**src/rtl/fetch_unit.sv**
```systemverilog
// Instruction fetch: owns the PC, one outstanding imem read, output register to decode.
// Grant N / rvalid N+1 gives if_valid in N+2; no request while the output is full and decode stalls.
module fetch_unit #(
  parameter logic [31:0] RESET_PC = 32'h0000_0000
) (
  input  logic        clk,
  input  logic        rst_n,
  input  logic        redirect_valid,
  input  logic [31:0] redirect_pc,
  output logic        imem_req,
  output logic [31:0] imem_addr,
  input  logic        imem_gnt,
  input  logic        imem_rvalid,
  input  logic [31:0] imem_rdata,
  output logic        if_valid,
  output logic [31:0] if_instr,
  output logic [31:0] if_pc,
  output logic [31:0] if_pc_plus4,
  input  logic        id_ready
);

  typedef enum logic {S_FETCH, S_WAIT} state_e;

  state_e      state_q, state_d;
  logic [31:0] pc_q, pc_d;
  logic [31:0] pc_inflight_q, pc_inflight_d;
  logic [31:0] instr_q, instr_d;
  logic [31:0] if_pc_q, if_pc_d;
  logic        valid_q, valid_d;
  logic        discard_q, discard_d;
  logic        fire;
  logic        handshake;
  logic        unused_bits;

  // Gating with rst_n keeps the request low while reset is held.
  assign imem_req    = rst_n && (state_q == S_FETCH) && (!valid_q || id_ready);
  assign imem_addr   = pc_q;
  assign fire        = imem_req && imem_gnt;
  assign handshake   = valid_q && id_ready;
  assign if_valid    = valid_q;
  assign if_instr    = instr_q;
  assign if_pc       = if_pc_q;
  assign if_pc_plus4 = if_pc_q + 32'd4;
  assign unused_bits = ^redirect_pc[1:0];

  always_comb begin
    state_d       = state_q;
    pc_d          = pc_q;
    pc_inflight_d = pc_inflight_q;
    instr_d       = instr_q;
    if_pc_d       = if_pc_q;
    valid_d       = valid_q;
    discard_d     = discard_q;

    if (handshake) valid_d = 1'b0;

    if (state_q == S_FETCH) begin
      if (fire) begin
        pc_inflight_d = pc_q;
        pc_d          = pc_q + 32'd4;
        state_d       = S_WAIT;
      end
    end else if (imem_rvalid) begin
      state_d   = S_FETCH;
      discard_d = 1'b0;
      if (!discard_q) begin
        valid_d = 1'b1;
        instr_d = imem_rdata;
        if_pc_d = pc_inflight_q;
      end
    end

    // Redirect overrides the PC and flushes; an in-flight or just-granted read becomes wrong-path.
    if (redirect_valid) begin
      pc_d    = {redirect_pc[31:2], 2'b00};
      valid_d = 1'b0;
      instr_d = instr_q;
      if_pc_d = if_pc_q;
      if ((state_q == S_WAIT) && !imem_rvalid) discard_d = 1'b1;
      if ((state_q == S_FETCH) && fire)        discard_d = 1'b1;
    end
  end

  always_ff @(posedge clk or negedge rst_n) begin
    if (!rst_n) begin
      state_q       <= S_FETCH;
      pc_q          <= RESET_PC;
      pc_inflight_q <= 32'h0;
      instr_q       <= 32'h0;
      if_pc_q       <= 32'h0;
      valid_q       <= 1'b0;
      discard_q     <= 1'b0;
    end else begin
      state_q       <= state_d;
      pc_q          <= pc_d;
      pc_inflight_q <= pc_inflight_d;
      instr_q       <= instr_d;
      if_pc_q       <= if_pc_d;
      valid_q       <= valid_d;
      discard_q     <= discard_d;
    end
  end

endmodule

```
**config.mk**
```make
export PLATFORM = sky130hd
export DESIGN_NAME = fetch_unit
export DESIGN_NICKNAME = d
export VERILOG_FILES = /design/src/rtl/fetch_unit.sv
export SDC_FILE = /design/constraint.sdc
export NUM_CORES = 1
export LEC_CHECK = 0
export CORE_ASPECT_RATIO = 0.6
export CORE_MARGIN = 2
export CORE_UTILIZATION = 50
export DETAILED_ROUTE_END_ITERATION = 10
export GPL_ROUTABILITY_DRIVEN = 0
export GPL_TIMING_DRIVEN = 0
export PLACE_DENSITY = 0.85
export SYNTH_ARGS = -nofsm -noshare
export SYNTH_HDL_FRONTEND = slang
export SYNTH_SLANG_ARGS = --single-unit
```
**constraint.sdc**
```tcl
create_clock -name clk -period 3.6 [get_ports clk]
set_input_delay 0.72 -clock clk [delete_from_list [all_inputs] [get_ports clk]]
set_output_delay 0.72 -clock clk [all_outputs]
set_load 0.02 [all_outputs]
```
==> results.json, run 1 <==
{
  "crit_type": "flop to primary output",
  "synth_area_leaders": "dfrtp_1, mux2_2, mux2_1",
  "postCtsSetupBuffers": 0,
  "pin_count": 200,
  "tightest_slew_ps": 654,
  "syn_avg_cell_area_um2": 11.7,
  "slew_violations": 0,
  "die_area_mm2": 0.0128,
  "required_ps": 2880,
  "rows": 30,
  "vdd_drop_max_mv": 0.426,
  "synth_seq_area_share_pct": 52.8,
  "rsz0062_at_grt": "yes",
  "synth_top_cell_by_area": "dfrtp_1",
  "slowest_stage": "nor4_2",
  "fmax_mhz": 287,
  "dp_hpwl_um": 13100,
  "yosys.cell_types.count": 40,
  "outcome": "finished, final reports clean",
  "fillers": 740,
  "fin_util_pct": 75.6,
  "ys.warnings.count": 0,
  "ys_seq_elements": 125,
  "drive_gt1_share_pct": 14.2,
  "antenna_found_initial": 0,
  "area_growth_pct": 45.7,
  "cts_tree": "yes",
  "start_util_pct": 51.9,
  "hold_class": "primary input to async pin",
  "cts_resized": 0,
  "clock_skew_ps": 7.11,
  "timing.rr.start": "imem_addr[2]",
  "power_leakage_uw": 0.00349,
  "vias": 5158,
  "cts.path.max_buffers": 2,
  "dieWidth_um": 144,
  "io_buffers": 190,
  "grt_max_degree": 72,
  "clk_latency_ps": 410,
  "routedWlPerCell_um": 20.0,
  "maxSlewHeadroom_pct": 56.0,
  "ctsHoldBuffers": 0,
  "cts_inserted_buffers": 17,
  "grt_pass1_vias": 5151,
  "totalWireLength_um": 17900,
  "fin_area_mm2": 0.00862,
  "cp.arrival_ps": 2760,
  "layout.nets": 793,
  "clkTransAtPathRegs_ps": 50,
  "worstPathMaxFanout": 7,
  "viasPerCell": 5.78,
  "grt_overflow": 0,
  "min_period_over_period_pct": 96.7,
  "clock_sinks": 125,
  "coreArea_mm2": 0.0114,
  "diodes": 0,
  "cp_cell_sequence": "nand3_1 -> nor4_2 -> nand4_1 -> xnor2_1 -> clkdlybuf4s50_1",
  "dr.pass1.iters": 7,
  "final_hold_viol_count": 0,
  "cts.htree.levels": 4,
  "critPathLaunchType": "flop",
  "grt_first_pass_wirelength_um": 28100,
  "end_kind": "primary output",
  "fin_crit_ps": 3480,
  "maxCapViolations": 0,
  "fin_ws_ps": 120,
  "netlist_area_mm2": 0.00592,
  "antenna_left": 0,
  "post-place-ws_ps": 221,
  "report.final.setup_viol": 0,
  "power_density_mw_per_mm2": 776,
  "startpoint": "if_pc[9]",
  "drt_iter0_markers": 582,
  "detailed_place.area_mm2": 0.00807,
  "whs_ps": 260,
  "grt_util_all_layers_pct": 29.4,
  "slowest_delay_ps": 670,
  "die_y_um": 88.3,
  "netlist_instances": 506,
  "cts_root_buf": "clkbuf_16",
  "yosys.area.top_type_share_pct": 52.8,
  "drc": 0
}
==> final timing paths <==
kind / to / slack [ps] / depth (start not counted)
setup / recovery: if_pc_plus4[31] / 120 / 5
hold / removal: if_instr[10] / 260 / 1
setup reg to reg: imem_addr[26] / 1250 / 7
hold reg to reg: if_instr[2] / 490 / 1
max in group asynchronous: if_pc[21] / 2610 / 2
min in group clk: if_instr[2] / 490 / 1
==> layout make-up <==
type	instances	area [um^2]	share of cell area, %
buffer	31	160	1.86
clock buffer	18	429	4.98
sequential	125	3130	36.3
timing repair buffer	191	1930	22.4
inverter	7	26.3	0.305
clock inverter	12	124	1.44
tap	160	200	2.32
multi-input combinational	348	2620	30.4
==> critical path, delay by kind of cell (launching register included) <==
kind	cells	cell delay, ps
buf+inv	1	640
xor+xnor	1	190
flops	1	440
simple gates	3	1080
==> stage by stage <==
stage                     std cells  total power (uW)  TNS, ps
after detailed placement        862              5090        0
after floorplan                 511              3570        0
after global routing            892              7020    -96.7
after global placement          861              4980  -578220
final                           892              6690        0
after CTS                       892              6730        0
==> where the power goes <==
part,switching (uW),internal [uW]
clock network,620,1000
registers,506,1870
logic,1290,1400
total,2420,4280
==> cell usage after synthesis (all sizes together) <==
library cell and instances:
mux2 87, nor2b 1, nor3 4, nor4 3
o21ai 12, xor2 8, or4 23, nand2 31
o211ai 6, or3 1, xnor2 23, nor2 23
ha 2, mux2i 1, conb 1, and4 9
nand4b 1, clkbuf 13, a22o 1, and2 4
o21bai 1, and3 11, nand2b 2, inv 6
a31oi 19, buf 18, dfrtp 125, nand4 17
o31a 2, o31ai 17, nand3 33, clkinv 1
==> routing by layer <==
| metal | part of all wire, % | up-vias | global-route usage [%] |
|---|---|---|---|
| met5 | 0 | - | 0 |
| met4 | 2.7 | 0 | 12.1 |
| met3 | 12 | 60 | 8.87 |
| met2 | 45 | 343 | 45.5 |
| met1 | 41 | 2459 | 39.4 |
| li1 | - | 2296 | - |
==> cells in the final DEF, fill, tap and decap left out, drive strengths merged, types with 4 or more instances in the layout <==
master	Yosys	final
clkbuf	13	31
buf	18	20
clkinv	1	6
clkinvlp	0	4
nand4	17	17
nor2	23	23
and2	4	4
clkdlybuf4s50	0	189
nand2	31	31
mux2	87	87
a31oi	19	19
nor3	4	4
and3	11	11
o31ai	17	17
conb	1	6
dfrtp	125	125
or4	23	23
xnor2	23	23
nand3	33	33
o21ai	12	12
xor2	8	8
o211ai	6	6
inv	6	7
and4	9	9
==> sequential cells by signal (all words and copies together), names as in the netlist <==
name and flops:
pc_inflight_q 30, if_pc 30, imem_addr 30, discard_q 1
if_valid 1, if_instr 32, state_q 1
==> kinds of logic (layout without fill, tap and decap cells) <==
family / Yosys count / after routing / synth area share, %
DFF: 125 / 125 / 52.8
xor gates and xnor gates: 31 / 31 / 4.59
AOI/OAI and AO/OA: 58 / 58 / 6.51
buffers and inverters: 38 / 259 / 3.15
muxes: 88 / 88 / 16.7
other: 1 / 6 / 0.0634
adders and majority gates: 2 / 2 / 0.423
and+or+nand+nor: 163 / 163 / 15.7
Power figures use the tool's default switching activity.
==> run 2, diff against run 1 <==
ABC_AREA = 1   (was not set)
CORE_UTILIZATION = 51   (was 50)
PLACE_DENSITY = 0.84   (was 0.85)
RECOVER_POWER = 50   (was not set)
==> results.json, run 2 <==
{
  "power_density_mw_per_mm2": 730,
  "r2r_slack_ps": 1490,
  "grt_overflow": 0,
  "critPathLaunchType": "flop",
  "reg2reg_depth": 5,
  "power.total_uw": 6750,
  "rows": 32,
  "layout_common_cells": "nand2_1, clkdlybuf4s50_1, dfrtp_1",
  "cts.path.max_buffers": 2,
  "fmax_mhz": 300,
  "slowest_delay_ps": 620,
  "grtUsageMet2_pct": 44.1,
  "vias": 6184,
  "endpoint": "if_pc_plus4[18]",
  "die_area_mm2": 0.0139,
  "power_leakage_uw": 0.00418,
  "dr.pass1.iters": 7,
  "cts_root_buf": "clkbuf_16",
  "antenna_left": 0,
  "hold_class": "primary input to async pin",
  "worstPathMaxFanout": 6,
  "synth_top_cell_by_area": "dfrtp_1",
  "yosys.area.top_type_share_pct": 47.2,
  "vdd_drop_max_mv": 0.398,
  "grt_first_pass_wirelength_um": 31700,
  "synth_top_family_by_area": "simple AND/OR/NAND/NOR gates",
  "cp.arrival_ps": 2610,
  "yosys-mux-area-fraction_pct": 9.75,
  "cts_inserted_buffers": 17,
  "cts.htree.levels": 4,
  "crit_family": "buffers and inverters",
  "diodes": 0,
  "drt_iter0_markers": 501,
  "slowest_stage": "clkdlybuf4s50_1",
  "cts_tree": "yes",
  "timing.rr.start": "state_q",
  "fin_ws_ps": 270,
  "yosys.area_share.simple_pct": 26.3,
  "fin_util_pct": 72.3,
  "routedWlPerCell_um": 16.7,
  "antenna_found_initial": 0,
  "path_depth": 7,
  "fin_crit_ps": 3330,
  "layout.nets": 1060,
  "r2r_end": "if_pc[8]",
  "post-place-ws_ps": 736,
  "io_buffers": 190,
  "min_period_over_period_pct": 92.5,
  "ys_async_sr_fraction_pct": 100,
  "grt_max_degree": 89,
  "fin_tns_setup_ps": 0,
  "startpoint": "if_pc[3]",
  "slew_violations": 89,
  "totalWireLength_um": 19600,
  "ys_seq_elements": 125,
  "final_hold_viol_count": 0,
  "violations": "max-capacitance violations, max-slew violations",
  "dieWidth_um": 151,
  "clkTransAtPathRegs_ps": 60,
  "ctsHoldBuffers": 0,
  "cp_cell_sequence": "ha_1 -> nand3_1 -> inv_1 -> nand2_1 -> nor2_1 -> xor2_1 -> clkdlybuf4s50_1",
  "ys.warnings.count": 0,
  "largest_reg_flops": 32,
  "dp_hpwl_um": 14600,
  "netlist_area_mm2": 0.00663,
  "yosysMostFrequentCell": "nand2_1",
  "grt_util_all_layers_pct": 29.9,
  "end_kind": "primary output",
  "synth_enable_flop_cells": 0,
  "rsz0062_at_grt": "no",
  "tightest_slew_ps": 2110,
  "drive_gt1_share_pct": 11.8,
  "clock_skew_ps": 10.6,
  "yosys.cell_types.count": 35,
  "required_ps": 2880,
  "outcome": "complete, but fails checks",
  "crit_buf_inv": 2,
  "coreArea_mm2": 0.0128,
  "maxCapViolations": 1,
  "syn_avg_cell_area_um2": 8.57,
  "netlist_instances": 773,
  "synthFlopType": "dfrtp_1",
  "synth_area_leaders": "dfrtp_1, nand2_1, mux2_2",
  "cts_resized": 0,
  "grt_use_met3_pct": 8.16,
  "die_y_um": 92.3,
  "crit_type": "flop to primary output",
  "whs_ps": 191,
  "synth_compound_area_share_pct": 5.53,
  "grt_pass1_vias": 6066,
  "clk_latency_ps": 420,
  "pin_count": 200,
  "clock_sinks": 125,
  "synth_seq_area_share_pct": 47.2,
  "grt_busiest_layer": "met2",
  "synthAdderAreaFrac_pct": 0.378,
  "final_common_cell": "nand2_1",
  "postCtsSetupBuffers": 0,
  "yosys-top-cells-count": "nand2_1, dfrtp_1, inv_1",
  "area_growth_pct": 39.5,
  "synthXorXnorAreaFrac_pct": 3.44,
  "met1_usage_pct": 43.6,
  "report.final.setup_viol": 0,
  "drc": 0,
  "viasPerCell": 5.28,
  "maxSlewHeadroom_pct": -40.9,
  "start_util_pct": 51.9
}
-- run 2: cell types whose count changed after synthesis, sizes merged, moves of 10 or more --
| cell | change |
|---|---|
| and3 | -11 |
| o31ai | -17 |
| xor2 | +13 |
| mux2 | -30 |
| or4 | -23 |
| xnor2 | -18 |
| nand2 | +210 |
| nand4 | -15 |
| nand3 | +18 |
| o21ai | +43 |
| nand3b | +10 |
| inv | +67 |
| a31oi | -19 |
| nor2 | +55 |
-- run 2: area by class of cell --
cell class,instances,area (um^2)
clock inverter,10,92.6
buffer,28,168
clock buffer,22,454
timing repair buffer,191,1910
tap,170,213
fill,934,3530
multi-input combinational,552,3000
sequential,125,3130
inverter,73,274
-- run 2: worst min-delay path by stage --
stage / to / cells past startpoint / slack (ps) / from
5_1_grt: imem_addr[26] / 1 / 220 / rst_n
3_3_place_gp: pc_inflight_q[7] / 2 / 460 / pc_inflight_q[7]
3_5_place_dp: pc_inflight_q[21] / 2 / 470 / pc_inflight_q[21]
6_report: imem_addr[26] / 1 / 190 / rst_n
2_1_floorplan: discard_q / 0 / 420 / rst_n
4_1_cts: imem_addr[26] / 1 / 220 / rst_n
-- run 2: cell families (layout without fill, tap and decap cells) --
group / after synthesis / after routing
xor+xnor: 26 / 26
buf+inv: 101 / 324
compound gates: 69 / 69
mux: 57 / 57
other cells: 1 / 6
fa+ha+maj: 2 / 2
simple gates: 392 / 392
flops: 125 / 125
-- run 2: metal layers --
| metal | share of wire [%] | up-vias | wire length (um) |
|---|---|---|---|
| met3 | 11 | 31 | 2070 |
| met2 | 43 | 364 | 8470 |
| met1 | 45 | 2881 | 8790 |
| met4 | 1.3 | 0 | 263 |
| li1 | - | 2908 | - |
| met5 | 0 | - | 0 |
-- run 2: where the power goes --
| group | internal, uW | switching, uW |
|---|---|---|
| clock network | 963 | 619 |
| registers | 1850 | 501 |
| logic | 1380 | 1430 |
| total | 4200 | 2550 |
-- run 2: metrics by stage --
stage	instances	area (um^2)
floorplan	778	6640
global placement	1138	8760
detailed placement	1139	8790
CTS	1171	9330
global route	1171	9240
finish	1171	9240
==> run 3, diff against run 2 <==
RECOVER_POWER = not set   (was 50)
==> results.json, run 3 (same netlist as run 2, synthesis figures left out) <==
{
  "whs_ps": 207,
  "grt_max_degree": 89,
  "tightest_slew_ps": 588,
  "clock_sinks": 125,
  "fmax_mhz": 301,
  "dp.cells": 1139,
  "end_kind": "primary output",
  "vdd_drop_max_mv": 0.400,
  "min_period_over_period_pct": 92.3,
  "clock_skew_ps": 8.18,
  "clkTransAtPathRegs_ps": 60,
  "power.total_uw": 6770,
  "area_growth_pct": 40.9,
  "die_y_um": 92.3,
  "crit_type": "flop to primary output",
  "critPathLaunchType": "flop",
  "start_util_pct": 51.9,
  "drc": 0,
  "grt_overflow": 0,
  "antenna_left": 0,
  "power_density_mw_per_mm2": 725,
  "power_leakage_uw": 0.00422,
  "worstPathMaxFanout": 6,
  "post-place-ws_ps": 736,
  "largest_reg_flops": 32,
  "cp.arrival_ps": 2600,
  "ctsHoldBuffers": 0,
  "timing.rr.start": "imem_addr[3]",
  "fin_tns_setup_ps": 0,
  "routedWlPerCell_um": 16.8,
  "crit_family": "buffers and inverters",
  "slowest_delay_ps": 620,
  "cts_root_buf": "clkbuf_16",
  "crit_buf_inv": 2,
  "report.final.setup_viol": 0,
  "slew_violations": 0,
  "dr.pass1.iters": 5,
  "totalWireLength_um": 19600,
  "viasPerCell": 5.29,
  "cts_tree": "yes",
  "antenna_found_initial": 0,
  "vias": 6195,
  "stdcell_count": 1171,
  "maxSlewHeadroom_pct": 60.8,
  "layout.nets": 1060,
  "cts_resized": 0,
  "cts.htree.levels": 4,
  "cts_inserted_buffers": 17,
  "drt_iter0_markers": 531,
  "io_buffers": 190,
  "fin_crit_ps": 3320,
  "postCtsSetupBuffers": 0,
  "layout_common_cells": "nand2_1, clkdlybuf4s50_1, dfrtp_1",
  "final_hold_viol_count": 0,
  "coreArea_mm2": 0.0128,
  "drive_gt1_share_pct": 12.9,
  "clk_latency_ps": 420,
  "dp_hpwl_um": 14600,
  "rows": 32,
  "maxCapViolations": 0,
  "fin_ws_ps": 278,
  "slowest_stage": "clkdlybuf4s50_1",
  "cts.path.max_buffers": 2,
  "outcome": "finished, final reports clean",
  "cp_cell_sequence": "ha_1 -> nand3_1 -> inv_1 -> nand2_1 -> nor2_1 -> xor2_1 -> clkdlybuf4s50_1",
  "dieWidth_um": 151,
  "required_ps": 2880,
  "startpoint": "if_pc[3]",
  "pin_count": 200,
  "rsz0062_at_grt": "no",
  "grt_pass1_vias": 6066,
  "grt_first_pass_wirelength_um": 31700,
  "diodes": 0,
  "grt_util_all_layers_pct": 29.9,
  "hold_class": "primary input to async pin",
  "die_area_mm2": 0.0139,
  "final_common_cell": "nand2_1"
}
==> run 3: changes by cell type in the layout (fill, tap and decap cells not counted) <==
cell / before / now
clkbuf_2: 1 / 0
nand3_4: 0 / 2
dlygate4sd3_1: 2 / 0
buf_6: 5 / 11
buf_2: 2 / 3
clkdlybuf4s50_1: 187 / 189
buf_16: 0 / 1
clkbuf_1: 18 / 11
mux2_1: 5 / 3
nand3_1: 50 / 48
mux2_2: 51 / 53
==> run 3: through the flow <==
| stage | util [%] | area (um^2) |
|---|---|---|
| final | 73.1 | 9330 |
| after CTS | 73.1 | 9330 |
| after global placement | 68.6 | 8760 |
| after global routing | 73.1 | 9330 |
| after floorplan | - | 6640 |
| after detailed placement | 68.8 | 8790 |
==> run 3: path summary, 6_finish.rpt <==
kind / end / slack, ps / depth (start not counted)
worst min-delay path: imem_addr[26] / 210 / 1
max in group asynchronous: if_pc[2] / 2660 / 2
worst max-delay path: if_pc_plus4[18] / 280 / 7
worst min register to register: pc_inflight_q[21] / 490 / 2
worst max register to register: imem_addr[24] / 1930 / 8
min in group clk: pc_inflight_q[21] / 490 / 2
==> run 3: cell type report <==
cell class / instances / area (um^2)
Buffer: 28 / 214
Fill cell: 915 / 3440
Timing Repair Buffer: 191 / 1930
Tap cell: 170 / 213
Clock buffer: 22 / 454
Clock inverter: 10 / 92.6
Inverter: 73 / 274
Sequential cell: 125 / 3130
Multi-Input combinational cell: 552 / 3030
==> run 3: report_power, final <==
group / total (uW) / leakage, uW / switching, uW / internal [uW]
clock: 1590 / 0.000256 / 625 / 963
combinational: 2830 / 0.00242 / 1430 / 1390
sequential: 2350 / 0.00154 / 501 / 1850
==> run 3: layer usage <==
metal	up-vias	part of all wire, %	global-route usage, %
met2	353	43	44.1
li1	2911	-	-
met1	2901	45	43.6
met4	0	1.4	8.18
met5	-	0	0
met3	30	10	8.16
==> run 3: worst reg2reg max path: stages (launching register included) <==
cell and delay [ps]:
dfrtp_1 410, ha_1 250, nand2_2 90, nor2_4 150
nand2_1 130, nor2_1 260, nand3_1 110, nand3_1 100
nand2_1 60
